<file path="config.mk">
export PLATFORM = sky130hd
export DESIGN_NAME = branch_resolve_unit
export DESIGN_NICKNAME = d
export VERILOG_FILES = /design/src/rtl/bp_pkg.sv /design/src/rtl/bp_pred_fifo.sv /design/src/rtl/branch_resolve_unit.sv
export SDC_FILE = /design/constraint.sdc
export NUM_CORES = 1
export LEC_CHECK = 0
export BUFFER_PORTS_ARGS = -buffer_cell sky130_fd_sc_hd__buf_2
export CELL_PAD_IN_SITES_DETAIL_PLACEMENT = 0
export CELL_PAD_IN_SITES_GLOBAL_PLACEMENT = 1
export CORE_UTILIZATION = 46
export DETAILED_ROUTE_END_ITERATION = 8
export PLACE_DENSITY_LB_ADDON = 0.15
export SYNTH_ARGS = -nofsm -noshare
export SYNTH_HDL_FRONTEND = slang
export SYNTH_SLANG_ARGS = --single-unit
</file>
<file path="constraint.sdc">
create_clock -name clk -period 3.3 [get_ports clk]
set_clock_uncertainty 0.05 [all_clocks]
set_input_delay 0.66 -clock clk [delete_from_list [all_inputs] [get_ports clk]]
set_output_delay 0.66 -clock clk [all_outputs]
set_load 0.1 [all_outputs]
</file>
<file path="src/rtl/bp_pkg.sv">
// Shared constants and types for the branch predictor and its resolution side.
package bp_pkg;

  localparam int BP_DEPTH = 4;
  localparam int BP_CNT_W = 16;

  // Update bundle consumed by the 2-bit saturating-counter predictor.
  typedef struct packed {
    logic branch;
    logic taken;
  } bp_upd_t;

endpackage

</file>
<file path="src/rtl/bp_pred_fifo.sv">
// 1-bit-wide circular FIFO of in-flight predictions with a synchronous clear for flushes.
module bp_pred_fifo #(
  parameter  int DEPTH = 4,
  localparam int PTR_W = $clog2(DEPTH),
  localparam int OCC_W = $clog2(DEPTH + 1)
) (
  input  logic             clk,
  input  logic             rst_i,
  input  logic             clr_i,
  input  logic             push_i,
  input  logic             din_i,
  input  logic             pop_i,
  output logic             head_o,
  output logic [OCC_W-1:0] occupancy_o,
  output logic             empty_o,
  output logic             full_o
);

  logic [DEPTH-1:0] mem_q;
  logic [PTR_W-1:0] rd_q, rd_d, wr_q, wr_d;
  logic [OCC_W-1:0] cnt_q, cnt_d;
  logic             push_ok, pop_ok;

  assign empty_o     = (cnt_q == '0);
  assign full_o      = (cnt_q == OCC_W'(DEPTH));
  assign occupancy_o = cnt_q;
  assign head_o      = mem_q[rd_q];

  assign push_ok = push_i && !full_o;
  assign pop_ok  = pop_i && !empty_o;

  // Clear wins over push/pop: anything offered in a flush cycle is discarded.
  always_comb begin
    rd_d  = rd_q;
    wr_d  = wr_q;
    cnt_d = cnt_q;
    if (clr_i) begin
      rd_d  = '0;
      wr_d  = '0;
      cnt_d = '0;
    end else begin
      if (push_ok) wr_d = wr_q + PTR_W'(1);
      if (pop_ok)  rd_d = rd_q + PTR_W'(1);
      cnt_d = cnt_q + OCC_W'(push_ok) - OCC_W'(pop_ok);
    end
  end

  always_ff @(posedge clk or posedge rst_i) begin
    if (rst_i) begin
      rd_q  <= '0;
      wr_q  <= '0;
      cnt_q <= '0;
    end else begin
      rd_q  <= rd_d;
      wr_q  <= wr_d;
      cnt_q <= cnt_d;
    end
  end

  always_ff @(posedge clk) begin
    if (push_ok && !clr_i) mem_q[wr_q] <= din_i;
  end

endmodule

</file>
<file path="src/rtl/branch_resolve_unit.sv">
// Matches in-order predictions against resolved outcomes, drives predictor updates,
// flags mispredicts (flushing younger predictions) and keeps saturating statistics.
module branch_resolve_unit
  import bp_pkg::*;
#(
  parameter  int DEPTH = BP_DEPTH,
  parameter  int CNT_W = BP_CNT_W,
  localparam int OCC_W = $clog2(DEPTH + 1)
) (
  input  logic             clk,
  input  logic             reset,
  input  logic             pred_valid,
  input  logic             pred_taken,
  output logic             pred_ready,
  input  logic             res_valid,
  input  logic             res_taken,
  output logic             upd_branch,
  output logic             upd_taken,
  output logic             mispredict,
  output logic             res_error,
  output logic [OCC_W-1:0] occupancy,
  output logic             empty,
  output logic             full,
  output logic [CNT_W-1:0] branch_count,
  output logic [CNT_W-1:0] mispredict_count
);

  logic       head;
  logic       pop, push, miss;
  bp_upd_t    upd_q, upd_d;
  logic       mispredict_q, res_error_q, res_error_d;
  logic [CNT_W-1:0] branch_count_q, branch_count_d;
  logic [CNT_W-1:0] mispredict_count_q, mispredict_count_d;

  assign pred_ready = !full;
  assign push       = pred_valid && pred_ready;
  assign pop        = res_valid && !empty;
  assign miss       = pop && (head != res_taken);

  bp_pred_fifo #(.DEPTH(DEPTH)) u_fifo (
    .clk         (clk),
    .rst_i       (reset),
    .clr_i       (miss),
    .push_i      (push),
    .din_i       (pred_taken),
    .pop_i       (pop),
    .head_o      (head),
    .occupancy_o (occupancy),
    .empty_o     (empty),
    .full_o      (full)
  );

  always_comb begin
    upd_d.branch       = pop;
    upd_d.taken        = pop && res_taken;
    res_error_d        = res_error_q || (res_valid && empty);
    branch_count_d     = branch_count_q;
    mispredict_count_d = mispredict_count_q;
    // Statistics stick at all-ones rather than wrapping.
    if (pop && (branch_count_q != '1))
      branch_count_d = branch_count_q + CNT_W'(1);
    if (miss && (mispredict_count_q != '1))
      mispredict_count_d = mispredict_count_q + CNT_W'(1);
  end

  always_ff @(posedge clk or posedge reset) begin
    if (reset) begin
      upd_q              <= '0;
      mispredict_q       <= 1'b0;
      res_error_q        <= 1'b0;
      branch_count_q     <= '0;
      mispredict_count_q <= '0;
    end else begin
      upd_q              <= upd_d;
      mispredict_q       <= miss;
      res_error_q        <= res_error_d;
      branch_count_q     <= branch_count_d;
      mispredict_count_q <= mispredict_count_d;
    end
  end

  assign upd_branch       = upd_q.branch;
  assign upd_taken        = upd_q.taken;
  assign mispredict       = mispredict_q;
  assign res_error        = res_error_q;
  assign branch_count     = branch_count_q;
  assign mispredict_count = mispredict_count_q;

endmodule

</file>
Yosys cells after proc, flatten, opt, wreduce, memory -nomap -nowiden
Index checks and enable logic that the tools add are counted.
Cells by class
  add/subtract/negate cells: 6
  $lt $le $gt $ge: 3
  equality and inequality tests: 4
  multiplexer cells: 10
  reduce and logical (&&, ||, !) cells: 18
Operator list (count)
  $add 16x1->16 const B: 2
  $ne 16x16->1 const B: 2
  $logic_and 1x1->1: 11
  $mux 2: 4
  $lt 2x3->1 const B: 2
  $add 2x1->2 const B: 2
  $bwmux 4: 1
  $reduce_bool 2->1: 2
  $add 3x1->3: 1
  $eq 3x3->1 const B: 1
  $logic_not 1->1: 3
  $logic_not 3->1: 1
  $mux 3: 1
  $sub 3x1->3: 1
  $bmux 1 s2: 1
  $demux 1 s2: 1
  $ge 2x1->1 const B: 1
  $mux 1: 2
  $logic_or 1x1->1: 1
  $ne 1x1->1: 1
Word-level totals
  bits in registers: 47
  bits of input ports: 6
  output and inout port bits: 42
  logic and storage cells: 51

Longest topological paths before layout
Gate-level depths: netlist of the first run.
  word-level depth: 7
  gate-level depth with buffers: 11
  depth with buffers taken out: 11

By module
From an unflattened synthesis of the first run, not the netlist that was laid out.
Unflattened totals
  cells, all modules: 198
  area total of the unflattened synthesis: 2352.3 um^2
Modules (own cells, without submodules)
  branch_resolve_unit: times used 1, cells each 145, area an instance 1749.2 um^2, seq. area each 900.9 um^2
  bp_pred_fifo: times used 1, cells each 53, area an instance 603.1 um^2, seq. area each 295.3 um^2

Worst setup path before layout of the first run
Ideal clock, no wire load.
  path type: flip-flop to flip-flop
  from: register u_fifo.cnt_q[1], in the netlist u_fifo.occupancy_o[1]
  to: register u_fifo.cnt_q[2], in the netlist u_fifo.occupancy_o[2]
  library setup time: 0.122 ns
  arrival time: 4.856 ns
  required time: 3.128 ns
  slack: -1.728 ns
  stages on the path, launching flop included: 12
  path buffers: 0
  period minus slack after synthesis: 5.028 ns
  cells stage by stage: dfrtp_1 > nor3_1 > nand2b_4 > inv_2 > ha_1 > inv_1 > ha_1 > inv_1 > fa_1 > xor2_1 > xnor2_1 > nor2_1
On the way
  elaborated cells on any way between the ends: 12
  those cells by class: add/sub (2); eq/ne (1); mux (1); reduce/logical (8)
RTL lines
  start: declaration: line bp_pred_fifo.sv:21  | logic [OCC_W-1:0] cnt_q, cnt_d;
  start signal: assignment: line bp_pred_fifo.sv:56  | cnt_q <= cnt_d;
  $logic_not 3->1 *: line bp_pred_fifo.sv:24  | assign empty_o = (cnt_q == '0);
  net empty: line branch_resolve_unit.sv:22  | output logic empty,
  $logic_not 1->1 *: line branch_resolve_unit.sv:37  | assign pop = res_valid && !empty;
  $logic_and 1x1->1 *: line branch_resolve_unit.sv:37
  net pop: line branch_resolve_unit.sv:29  | logic pop, push, miss;
  $logic_and 1x1->1: line bp_pred_fifo.sv:30  | assign pop_ok = pop_i && !empty_o;
  $sub 3x1->3: line bp_pred_fifo.sv:44  | cnt_d = cnt_q + OCC_W'(push_ok) - OCC_W'(pop_ok);
  $mux 3 *: line bp_pred_fifo.sv:37  | if (clr_i) begin
  net u_fifo.cnt_d[2]: line bp_pred_fifo.sv:21
The timed path passes the listed nets; every way through them passes the cells marked *.
A chain may end at the register's enable or synchronous reset.

Worst setup path in the final report of the first run
  from: register u_fifo.cnt_q[1], in the netlist u_fifo.occupancy_o[1]
  to: register u_fifo.cnt_q[2], in the netlist u_fifo.occupancy_o[2]
On the way
  elaborated cells on any way between the ends: 12
  those cells by class: add/sub (2); eq/ne (1); mux (1); reduce/logical (8)
RTL lines (line)
  $logic_not 3->1 *: bp_pred_fifo.sv:24
  $logic_not 1->1 *: branch_resolve_unit.sv:37
  $logic_and 1x1->1 *: branch_resolve_unit.sv:37
  net pop: branch_resolve_unit.sv:29
  $logic_and 1x1->1: bp_pred_fifo.sv:30
  $sub 3x1->3: bp_pred_fifo.sv:44
  $mux 3 *: bp_pred_fifo.sv:37
  net u_fifo.cnt_d[2]: bp_pred_fifo.sv:21
Marked as above.

==> results by group, run 1 <==
GRT
  • Vias in the first global route: 1513
  • Total grt overflow: 0
  • Tot GR Track Use: 17.4%
  • Largest net degree at the start of global routing: 44
  • Initial antenna violation count: 0
  • First-pass GRT wire length: 7200 µm

Placement
  • Gpl congestion: 0.718
  • IO Port Bufs: 47
  • DP HPWL: 3140 µm

Final layout
  • Diodes inserted: 0
  • Layout cells sized above 1: 32.2%
  • Most common cell after layout, fill and taps aside: buf_2
  • Fill cells: 493
  • Final #Nets: 275
  • Commonest non-fill, non-tap cells in the layout: buf_2, dfrtp_1, xor2_1, nand2_1, inv_1
  • Synthesis-to-finish area growth: 18.1%

Worst setup path
  • CP Class: reg -> reg
  • Cell Chain, Critical Path: nor3_4, nand2b_4, inv_2, ha_1, inv_1, ha_1, inv_1, fa_1, xor2_1, xnor2_1, nor2_1
  • Reg2Reg Depth: 11
  • CP required: 3.44 ns
  • Crit start category: flop
  • Crit path max fanout: 20
  • Reg2reg start: u_fifo.occupancy_o[1]
  • CP Launch Point: u_fifo.occupancy_o[1]
  • RR Endpoint: u_fifo.occupancy_o[2]
  • R2r setup slk: 0.75 ns
  • Slowest-stage cell, CP: dfrtp_2
  • Setup crit end kind: flop
  • Data arrival, critical path: 2.69 ns
  • Max stage delay on crit path: 0.47 ns

STA
  • Tightest Pin Transition: 0.658 ns
  • Fin crit share: 77.3%
  • Max-Slew Margin vs Limit: 56.0%
  • Hold Vio Cnt, Final: 0
  • Max Fclk: 392 MHz
  • Min Tclk post-route: 2.55 ns
  • RSZ-0062 raised after global routing: false
  • Final-report max-slew violation count: 0
  • Count of final setup violators: 0
  • Setup_tns: 0 ns

Die
  • Core area: 0.00511 mm²
  • Die ar.: 0.00557 mm²
  • Initial Utilization: 47.5%
  • Site Rows: 26
  • DIE WIDTH: 74.6 µm
  • Chip height: 74.6 µm
  • # IOs: 48

Clock tree
  • Postcts setup bufs: 0
  • TritonCTS clock tree: built
  • Post-CTS Resized: 0
  • CTS root buf: clkbuf_8
  • CTS Sinks: 47
  • CTS clk-pin slew, worst paths: 0.09 ns
  • Later-pin clock latency in the skew report: 0.30 ns
  • Cts hold-fix bufs: 0
  • CTS Buffer Depth: 2
  • CTS buffer count: 5
  • CTS H-tree lvls: 2

Logic synthesis
  • Area leader, netlist: dfrtp_1
  • Post-synthesis sequential area ratio: 49.3%
  • Post-synth cell types: 41
  • Post-synthesis net count: 224
  • Synth top area cells: dfrtp_1, xor2_1, edfxtp_1
  • Share of the synthesized area in the top cell type: 44.4%
  • Mapped Area: 0.00242 mm²
  • Synth Instances: 209
  • Syn Area/Cell: 11.6 µm²
  • Main flop type after synthesis: dfrtp_1
  • Yosys Warn Count: 0
  • Post-synth EDFFs: 4
  • Synth async-reset ratio: 91.5%
  • Flops & latches, synth: 47

Min path
  • WHS Path Cells: 1
  • Hold EP: res_error
  • Min-delay worst type: reg -> reg
  • Worst Hold Launch: res_error

Drt
  • DRT iter0 DRCs: 63
  • DRT antenna net count: 0
  • Via-per-instance ratio: 5.18
  • Remaining DRCs: 0
  • Avg WL per Cell: 13.4 µm
  • Vias: 1716
  • WL final: 4440 µm
  • Drt first pass iters: 4

Run status
  • Status: finished, final reports clean

Run
  • Max Cap Viol: 0
==> layout make-up <==
class,instances,area (µm²),share of cell area (%)
clock buffers,8,100,3.50
inverters,13,52.6,1.84
multi-input cells,142,1160,40.4
flip-flops and latches,47,1200,41.9
well taps,70,87.6,3.06
repair buffers,51,265,9.27
==> worst max-delay path by stage <==
stage / end / cells after the start
floorplan: u_fifo.occupancy_o[2] / 11
global placement: u_fifo.occupancy_o[2] / 11
detailed placement: u_fifo.occupancy_o[2] / 11
CTS: u_fifo.occupancy_o[2] / 11
global route: u_fifo.occupancy_o[2] / 11
finish: u_fifo.occupancy_o[2] / 11
==> cells by family (layout without fill, tap and decap cells) <==
family | Yosys count | after routing | share of synthesized area, %
AOI/OAI and AO/OA | 15 | 15 | 4.85
DFF | 47 | 47 | 49.3
and+or+nand+nor | 77 | 77 | 21.2
buffers and inverters | 20 | 72 | 3.71
xor gates and xnor gates | 36 | 36 | 13.3
adders and majority gates | 9 | 9 | 4.95
muxes | 5 | 5 | 2.68
==> metal layers <==
| metal | track usage, % | wire length [µm] | part of all wire, % | vias up |
|---|---|---|---|---|
| met5 | 0 | 0 | 0 | - |
| met3 | 4.20 | 207 | 4.7 | 7 |
| met1 | 24.5 | 2170 | 49 | 826 |
| met4 | 6.29 | 58 | 1.3 | 0 |
| met2 | 26.1 | 2010 | 45 | 44 |
| li1 | - | - | - | 839 |
==> registers in the layout (all words and copies together) (netlist names) <==
name                flops
u_fifo.wr_q             2
u_fifo.occupancy_o      3
u_fifo.mem_q            4
upd_branch              1
branch_count           16
mispredict              1
res_error               1
u_fifo.rd_q             2
mispredict_count       16
upd_taken               1
==> cell usage after synthesis, drive strengths merged (3+ instances only) <==
cell and count:
buf 5, nand2 14, and2 3, xnor2 5, a2111oi 5, xor2 31, inv 13, nor3 6
nand4 9, nor2 7, and3 8, edfxtp 4, nor4 12, nand3 8, ha 8, and4 3
a211oi 6, dfrtp 43
==> critical path: cells and delay by family (launching register included) <==
kind	cells	cell delay (ns)
adders and majority gates	3	0.79
and+or+nand+nor	3	0.59
DFF	1	0.47
xor gates and xnor gates	2	0.30
buffers and inverters	3	0.23
==> per-stage QoR <==
stage                     hold slack (ns)  setup slack, ns  cells  area [µm²]  util [%]
after global routing                0.425            0.567    331        2860      56.1
after detailed placement            0.392            0.689    323        2760      54.1
after floorplan                     0.457           0.0355    209        2450         -
final                               0.414            0.748    331        2860      56.1
after global placement              0.398            0.734    323        2760      54.1
after CTS                           0.418            0.708    331        2860      56.1
Power of run 1 is left out: the tool's default activity adds up to more than one toggle a clock period on the data nets, which glitch-free logic cannot reach.
==> inputs of run 2 (changes only) <==
- ABC_AREA: not set -> 1
- CORE_UTILIZATION: 46 -> 37
- clock period: 3.3 -> 2.25 ns (I/O delays scaled with it)
==> results by group, run 2 <==
Run status
  • Status: finished, final reports clean

Final layout
  • Commonest non-fill, non-tap cells in the layout: nand2_1, buf_2, nand3_1, dfrtp_1, inv_1
  • Fill cells: 747
  • Diodes inserted: 0
  • Most common cell after layout, fill and taps aside: nand2_1
  • Final #Nets: 433
  • Layout cells sized above 1: 23.4%
  • Synthesis-to-finish area growth: 18.0%
  • Register Area: 0.00121 mm²
  • Multi-input gate area: 0.00143 mm²
  • Non-Filler Instances: 518

Worst setup path
  • Setup crit end kind: flop
  • CP required: 2.40 ns
  • Crit path max fanout: 3
  • CP Class: reg -> reg
  • Crit start category: flop
  • Data arrival, critical path: 2.27 ns

Logic synthesis
  • Flops & latches, synth: 47
  • Synth top area cells: dfrtp_1, nand2_1, nand3_1
  • Share of the synthesized area in the top cell type: 38.1%
  • Post-synth EDFFs: 4
  • Most common cell in the netlist: nand2_1
  • Syn Area/Cell: 7.71 µm²
  • Post-synth cell types: 27
  • Synth top cells by count: nand2_1, dfrtp_1, inv_1
  • Main flop type after synthesis: dfrtp_1
  • Area leader, netlist: dfrtp_1
  • Yosys Warn Count: 0
  • Synth Instances: 366
  • Synth async-reset ratio: 91.5%
  • Mapped Area: 0.00282 mm²
  • Post-synthesis net count: 381
  • Post-synthesis sequential area ratio: 42.4%

Drt
  • WL final: 6240 µm
  • Drt first pass iters: 4
  • DRT antenna net count: 0
  • Avg WL per Cell: 12.0 µm
  • Remaining DRCs: 0
  • Vias: 2383
  • Via-per-instance ratio: 4.60
  • DRT iter0 DRCs: 66

Clock tree
  • CTS root buf: clkbuf_8
  • Later-pin clock latency in the skew report: 0.30 ns
  • CTS buffer count: 5
  • CTS Buffer Depth: 2
  • TritonCTS clock tree: built
  • Cts hold-fix bufs: 0
  • CTS H-tree lvls: 2
  • CTS Sinks: 47
  • CTS clk-pin slew, worst paths: 0.09 ns

STA
  • Tightest Pin Transition: 0.590 ns
  • Fin crit share: 94.1%
  • Max-Slew Margin vs Limit: 60.6%
  • Min Tclk post-route: 2.12 ns
  • Count of final setup violators: 0
  • Max Fclk: 472 MHz
  • Final-report max-slew violation count: 0
  • Hold Vio Cnt, Final: 0
  • Hold slack: 0.149 ns
  • RSZ-0062 raised after global routing: false

Placement
  • Gpl congestion: 0.787
  • DP HPWL: 4640 µm
  • # placed instances: 510
  • IO Port Bufs: 47

Power and ir drop
  • Leakage: 1.69 nW
  • Power Density: 1250 mW/mm²
  • VDD IR-drop max: 0.667 mV

GRT
  • Initial antenna violation count: 0
  • Tot GR Track Use: 17.7%
  • Largest net degree at the start of global routing: 27
  • First-pass GRT wire length: 10800 µm
  • Total grt overflow: 0
  • Vias in the first global route: 2291

Die
  • Core area: 0.00733 mm²
  • Site Rows: 31
  • # IOs: 48
  • Chip height: 89.3 µm
  • Initial Utilization: 38.5%
  • Die ar.: 0.00798 mm²
  • DIE WIDTH: 89.3 µm

Run
  • Max Cap Viol: 0

Min path
  • Min-delay worst type: in -> async
[run 2: changes by cell type after synthesis, moves of 5 or more]
cell | before | now
nand2_1 | 14 | 136
inv_1 | 12 | 40
nand3_1 | 8 | 36
nor2_1 | 7 | 31
xor2_1 | 31 | 11
and3_1 | 8 | 0
xnor2_1 | 4 | 12
a211oi_1 | 6 | 0
nor4_2 | 6 | 0
nor2_4 | 0 | 5
[run 2: layout make-up]
type / count / area share (%)
Clock buffer: 6 / 2.18
Clock inverter: 2 / 1.80
Inverter: 44 / 5.07
Multi-Input combinational cell: 269 / 43.0
Sequential cell: 47 / 36.3
Tap cell: 99 / 3.72
Timing Repair Buffer: 51 / 7.96
[run 2: timing repair]
item / in CTS / in global routing
setup buffers: 0 / 0
gates resized for setup: 0 / 1
endpoints found under the setup margin: 0 / 2
[run 2: kinds of logic after synthesis]
family | after synthesis | synth area share (%)
XOR/XNOR | 23 | 7.14
flip-flops | 47 | 42.4
AND/OR/NAND/NOR | 233 | 37.5
buffers and inverters | 50 | 7.89
adder cells (fa/ha/maj) | 9 | 4.26
AO/OA/AOI/OAI | 4 | 0.798
[run 2: through the flow]
step / setup slack (ns) / setup TNS, ns / area [µm²] / total power, mW / util [%]
3_5_place_dp: 0.113 / 0 / 3200 / 3.47 / 43.6
6_report: 0.134 / 0 / 3330 / 4.17 / 45.5
4_1_cts: 0.0922 / 0 / 3330 / 4.23 / 45.5
5_1_grt: 0.0154 / 0 / 3330 / 4.46 / 45.5
3_3_place_gp: 0.157 / 0 / 3200 / 3.45 / 43.6
2_1_floorplan: -1.06 / -5.54 / 2870 / 3.14 / -
[run 2: metal layers]
metal | vias up | wire, µm | global-route usage, %
met1 | 1094 | 2930 | 21.8
met4 | 0 | 72 | 5.48
met2 | 46 | 2990 | 31.3
met3 | 6 | 242 | 3.42
li1 | 1237 | - | -
met5 | - | 0 | 0
[run 2: path summary, 6_finish.rpt]
check | endpoint | slack [ns] | depth (start not counted) | start
worst max-delay path | u_fifo.occupancy_o[2] | 0.13 | 12 | u_fifo.occupancy_o[2]
worst min-delay path | res_error | 0.15 | 2 | reset
worst max register to register | u_fifo.occupancy_o[2] | 0.13 | 12 | u_fifo.occupancy_o[2]
worst min register to register | res_error | 0.41 | 1 | res_error
max in group asynchronous | u_fifo.occupancy_o[1] | 1.39 | 3 | reset
min in group clk | u_fifo.mem_q[1] | 0.32 | 1 | pred_taken
[run 2: worst max-delay path, stage by stage (launching register included)]
cell and delay, ns:
dfrtp_4 0.49, inv_1 0.09, nand3_2 0.08, nand2_1 0.09
inv_2 0.05, ha_1 0.28, inv_2 0.07, ha_4 0.12
inv_2 0.03, fa_1 0.39, xor2_1 0.17, nand2_1 0.06
inv_1 0.05
[run 2: power breakdown]
part / switching (mW) / internal, mW
clock: 0.298 / 0.445
sequential: 0.184 / 1.04
combinational: 1.73 / 0.466
No activity file was read; power rests on OpenSTA's default activity.
